$ cat src/rtl/lsu_ctrl.sv
// lsu_ctrl: load/store unit driving a word-wide DMEM port, with RMW sub-word stores,
// sign/zero-extended loads and misalignment/illegal-funct3 detection.
module lsu_ctrl #(
    parameter int ADDR_W      = 32,
    parameter bit CHECK_ALIGN = 1'b1
) (
    input  logic              clk,
    input  logic              rst_n,
    input  logic              lsu_req,
    input  logic              lsu_we,
    input  logic [2:0]        lsu_funct3,
    input  logic [ADDR_W-1:0] lsu_addr,
    input  logic [31:0]       lsu_wdata,
    output logic [31:0]       lsu_rdata,
    output logic              lsu_busy,
    output logic              lsu_done,
    output logic              lsu_err,
    output logic              MemRead,
    output logic              MemWrite,
    output logic [ADDR_W-1:0] mem_addr,
    output logic [31:0]       mem_wdata,
    input  logic [31:0]       mem_rdata
);
    localparam logic [2:0] IDLE   = 3'd0;
    localparam logic [2:0] RD     = 3'd1;
    localparam logic [2:0] WR     = 3'd2;
    localparam logic [2:0] RMW_RD = 3'd3;
    localparam logic [2:0] RMW_WR = 3'd4;
    localparam logic [2:0] RESP   = 3'd5;

    logic [2:0]        state, nextState;
    logic              reqWe, reqErr;
    logic [2:0]        reqFunct3;
    logic [ADDR_W-1:0] reqAddr;
    logic [31:0]       reqWdata, memWord;
    logic              legal, misaligned, newErr, accessing;
    logic [1:0]        size, laneAddr;
    logic [4:0]        shift;
    logic [31:0]       mask, merged, shifted, loadVal;

    always_comb begin
        legal      = lsu_we ? (lsu_funct3 inside {3'b000, 3'b001, 3'b010})
                            : (lsu_funct3 inside {3'b000, 3'b001, 3'b010, 3'b100, 3'b101});
        misaligned = CHECK_ALIGN && ((lsu_funct3[1:0] == 2'b01 && lsu_addr[0])
                                  || (lsu_funct3[1:0] == 2'b10 && lsu_addr[1:0] != 2'b00));
        newErr     = !legal || misaligned;
        nextState  = state == IDLE   ? (!lsu_req ? IDLE : newErr ? RESP : !lsu_we ? RD
                                        : lsu_funct3 == 3'b010 ? WR : RMW_RD) :
                     state == RMW_RD ? RMW_WR :
                     (state == RD || state == WR || state == RMW_WR) ? RESP : IDLE;
    end

    always_ff @(posedge clk or negedge rst_n) begin
        if (!rst_n) begin
            state     <= IDLE;
            reqWe     <= 1'b0;
            reqErr    <= 1'b0;
            reqFunct3 <= '0;
            reqAddr   <= '0;
            reqWdata  <= '0;
            memWord   <= '0;
        end else begin
            state <= nextState;
            if (state == IDLE && lsu_req) begin
                reqWe     <= lsu_we;
                reqErr    <= newErr;
                reqFunct3 <= lsu_funct3;
                reqAddr   <= lsu_addr;
                reqWdata  <= lsu_wdata;
            end
            if (state == RD || state == RMW_RD)
                memWord <= mem_rdata;
        end
    end

    // Lane offset is forced to natural alignment; with alignment checking on,
    // any access that reaches DMEM is already aligned so this changes nothing.
    always_comb begin
        size      = reqFunct3[1:0];
        laneAddr  = size == 2'b10 ? 2'b00 : size == 2'b01 ? {reqAddr[1], 1'b0} : reqAddr[1:0];
        shift     = {laneAddr, 3'b000};
        mask      = (size == 2'b00 ? 32'h0000_00FF : 32'h0000_FFFF) << shift;
        merged    = (memWord & ~mask) | ((reqWdata << shift) & mask);
        shifted   = memWord >> shift;
        loadVal   = size == 2'b00 ? {{24{~reqFunct3[2] & shifted[7]}}, shifted[7:0]} :
                    size == 2'b01 ? {{16{~reqFunct3[2] & shifted[15]}}, shifted[15:0]} : memWord;
        accessing = state == RD || state == WR || state == RMW_RD || state == RMW_WR;
        lsu_busy  = accessing;
        lsu_done  = state == RESP;
        lsu_err   = state == RESP && reqErr;
        lsu_rdata = (state == RESP && !reqWe && !reqErr) ? loadVal : 32'h0;
        MemRead   = state == RD || state == RMW_RD;
        MemWrite  = state == WR || state == RMW_WR;
        mem_addr  = accessing ? {reqAddr[ADDR_W-1:2], 2'b00} : '0;
        mem_wdata = state == WR ? reqWdata : state == RMW_WR ? merged : 32'h0;
    end
endmodule

$ cat config.mk
export PLATFORM = sky130hd
export DESIGN_NAME = lsu_ctrl
export DESIGN_NICKNAME = d
export VERILOG_FILES = /design/src/rtl/lsu_ctrl.sv
export SDC_FILE = /design/constraint.sdc
export NUM_CORES = 1
export LEC_CHECK = 0
export ABC_CLOCK_PERIOD_IN_PS = 2100
export CAP_MARGIN = 20
export CORE_UTILIZATION = 46
export DETAILED_ROUTE_END_ITERATION = 8
export PLACE_DENSITY = 0.91
export SYNTH_ARGS = -nofsm -noshare
export SYNTH_HDL_FRONTEND = slang
export SYNTH_SLANG_ARGS = --single-unit
$ cat constraint.sdc
create_clock -name clk -period 2.1 [get_ports clk]
set_input_delay 0.21 -clock clk [delete_from_list [all_inputs] [get_ports clk]]
set_output_delay 0.21 -clock clk [all_outputs]
set_load 0.01 [all_outputs]
==> key figures <==
Logic synthesis
  • Synth Area in Compound Gates: a little under a fifth
  • Xor-xnor portion of the synthesized cell area: less than 1%
  • EDFF count, synth: 0
  • Largest family of logic cells by synthesized area: simple AND/OR/NAND/NOR gates
  • Largest area contributor in the netlist: dfrtp_1
  • Simple-Gate Fraction of Synth Area: between 20 and 25%
  • Largest cells by area after synthesis: dfrtp_1 45%, nand2_1 14%, mux2_2 6.2%
  • Post-synthesis adder-cell area fraction: 0%
  • Syn Area/Cell: between 8 and 9 um2
  • Synthesis Warnings: 0
  • Post-synth ARST share: between 90% and 100%
  • Distinct cells, synth: 47
  • Yosys reg bits: 104
  • Synth top area share: between 40% and 50%
  • Cell area after synthesis: 5778 um2
  • Post-synthesis mux area share: 8.662%
  • Seq/Total Area, Yosys: 45.04%
  • Top FF cell, synth: dfrtp_1
  • Mapped Cells: roughly 660

Cells and area
  • Fraction of layout cells with a size suffix above 1: a little under two fifths
  • Most common cell after layout, fill and taps aside: nand2_1
  • Final #Nets: 1040
  • Fillers: about 770
  • Commonest cells after routing, fill and taps aside: 208 x nand2_1, 102 x clkdlybuf4s50_1, 102 x dfrtp_1
  • Area growth syn-to-layout: 63.30%
  • Ant diodes: 0

Status
  • Failing checks: negative setup slack
  • Status: complete, but fails checks

Placement
  • I/O Buffers: roughly 200
  • DP Wirelength: ~14 mm
  • GPL Wtd Cong: roughly 0.94
  • Setup slack after placement: -360.0 ps

Timing
  • Final setup fails: between 60 and 70
  • Period Utilization, post-route: 125.3%
  • Minimum clock period: ~2600 ps
  • Setup skew after layout: between 6 and 7 ps
  • Tightest hold margin: 351.9 ps
  • Final hold vios: 0
  • RSZ-0062 raised after global routing: yes
  • Max Slew Vio Count: 0
  • Fin worst setup slack: -532.0 ps
  • Setup TNS: -19390 ps
  • Slew @ Worst Pin: about 630 ps
  • Rel. slew slack: a little under three fifths
  • Fmax: between 300 and 400 MHz

Floorplan
  • I/O pin cnt: 204
  • Chip Width: approximately 110 um
  • Die height: roughly 110 um
  • Starting Density: a little under half
  • Site Rows: 40
  • Die Area: 13010 um2
  • Core area: 12110 um2

Drt
  • Number of nets with antenna violations after routing: 0
  • Vias: about 6800
  • # DRC: 0
  • Via density: a little over 6
  • First-pass detailed-route iteration total: 8
  • Drt initial violations: ~800
  • WL/cell: about 24 um
  • Routed WL: approximately 26 mm

Hold path
  • HP Class: input pin to asynchronous set/reset pin

Flow run
  • Count of max-cap constraint violations: 0

Worst setup path
  • Max incr delay on CP: around 420 ps
  • Reg2reg path depth: 7
  • Peak fanout along the critical path: 5
  • Slowest CP cell: dfrtp_1
  • Critical path launch point type: flip-flop
  • Critical path type: flip-flop to output port
  • Worst R2R Setup Slack: between 150 and 200 ps
  • Critical Path AT: 2420 ps
  • Critical-path cell list: buf_6 -> nor2b_4 -> a2111oi_4 -> buf_4 -> o41a_4 -> a211oi_2 -> buf_2
  • Crit Reg-Reg Endpoint: reqAddr[8]
  • Crit path max-delay family: compound AO/OA/AOI/OAI gates
  • WP buf/inv: 3
  • CP Capture Type: output port
  • Worst path required time: between 1500 and 2000 ps
  • Reg2reg start: state[0]

GRT
  • Global-route wire length before repair: ~35 mm
  • GRT Total Usage: 35.66%
  • Initial antenna violation count: 0
  • Vias in the first global route: 6498
  • Grt total ovfl: 0
  • Largest net degree at the start of global routing: 38

Clock network
  • Clock Tree Buf Depth: 2
  • Root Driver: clkbuf_16
  • Clk Latency, worst-skew pair: about 360 ps
  • Clock Sink Count: 104
  • TritonCTS clock tree: yes
  • Clock transition at the registers of the reported paths: 70 ps
  • Number of buffers created by CTS: 9
  • H-tree depth: 3

Pwr
  • Leakage: ~4.5 nW
  • Power per cell area: ~1800 nW/um2
  • VDD IR-drop max: around 0.0012 V
==> layout make-up <==
class                   instances  area [um2]  share of cell area, %
clock buffers                  10       239.0                  2.533
clock inverters                 6       90.09                 0.9548
inverters                       4       15.01                 0.1591
multi-input cells             508        3563                  37.77
flip-flops and latches        104        2605                  27.61
well taps                     168       210.2                  2.228
repair buffers                310        2713                  28.75
==> cells in the mapped netlist, types with 3 or more instances <==
library cell and number:
a22o_1 8, nor3_1 4, a22oi_1 5, and2_1 33
nand2b_1 4, nor3b_2 4, a221o_1 9, nor2b_1 3
o22ai_1 14, a21oi_1 35, o211ai_1 8, o21ai_0 48
buf_2 6, a211oi_2 8, o221ai_1 3, clkbuf_1 35
nor2_1 14, buf_6 3, mux2_2 32, nand2_1 214
buf_1 3, mux2i_1 14, nor3b_1 6, a21o_1 16
dfrtp_1 104, inv_1 4
==> cell families after synthesis <==
group / count (synthesis)
AOI/OAI and AO/OA: 164
xor gates and xnor gates: 2
buffers and inverters: 54
muxes: 46
DFF: 104
other: 1
and+or+nand+nor: 291
==> stage by stage <==
step	instances	util [%]	instance area (um2)	power (mW)
after floorplan	663	-	5782	7.964
after global routing	1110	77.90	9435	17.62
final	1110	77.90	9435	17.04
after CTS	1089	74.98	9081	15.17
after detailed placement	1046	69.02	8359	12.03
after global placement	1046	69.02	8359	11.84
==> repair_timing <==
| action | CTS | global route |
|---|---|---|
| pin swaps | 43 | 36 |
| setup endpoints to repair | 97 | 96 |
| resized for setup | 435 | 96 |
| hold endpoints to repair | 32 | 0 |
| buffers inserted | 22 | 20 |
| cloned | 5 | 1 |
| hold buffers | 1 | 0 |
==> report_power, final <==
| group | switching, mW | internal [mW] | total [mW] |
|---|---|---|---|
| sequential | 1.37 | 2.95 | 4.32 |
| clock | 0.797 | 1.08 | 1.88 |
| combinational | 5.65 | 5.18 | 10.8 |
==> flip-flops by register name, indices dropped and copies added, names as in the netlist <==
signal	cells
reqFunct3	3
reqAddr	32
reqWdata	32
reqErr	1
state	3
reqWe	1
memWord	32
==> worst max path at each step <==
stage                 start            end  slack, ps  cells after the start
3_3_place_gp   reqFunct3[1]  lsu_rdata[25]       -320                      6
5_1_grt        reqFunct3[0]   lsu_rdata[8]       -550                      6
3_5_place_dp   reqFunct3[1]  lsu_rdata[26]       -360                      6
2_1_floorplan  reqFunct3[0]  lsu_rdata[24]         90                      8
6_report       reqFunct3[1]   lsu_rdata[8]       -530                      7
4_1_cts        reqFunct3[1]  lsu_rdata[14]       -350                      7
==> routing by layer <==
| metal | routed length, um | vias up | track usage, % |
|---|---|---|---|
| met5 | 0 | - | 0 |
| li1 | - | 2830 | - |
| met4 | 2202 | 0 | 21.39 |
| met3 | 3613 | 211 | 13.50 |
| met2 | 11680 | 657 | 58.63 |
| met1 | 8718 | 3142 | 39.33 |
(Power assumes the default switching activity.)
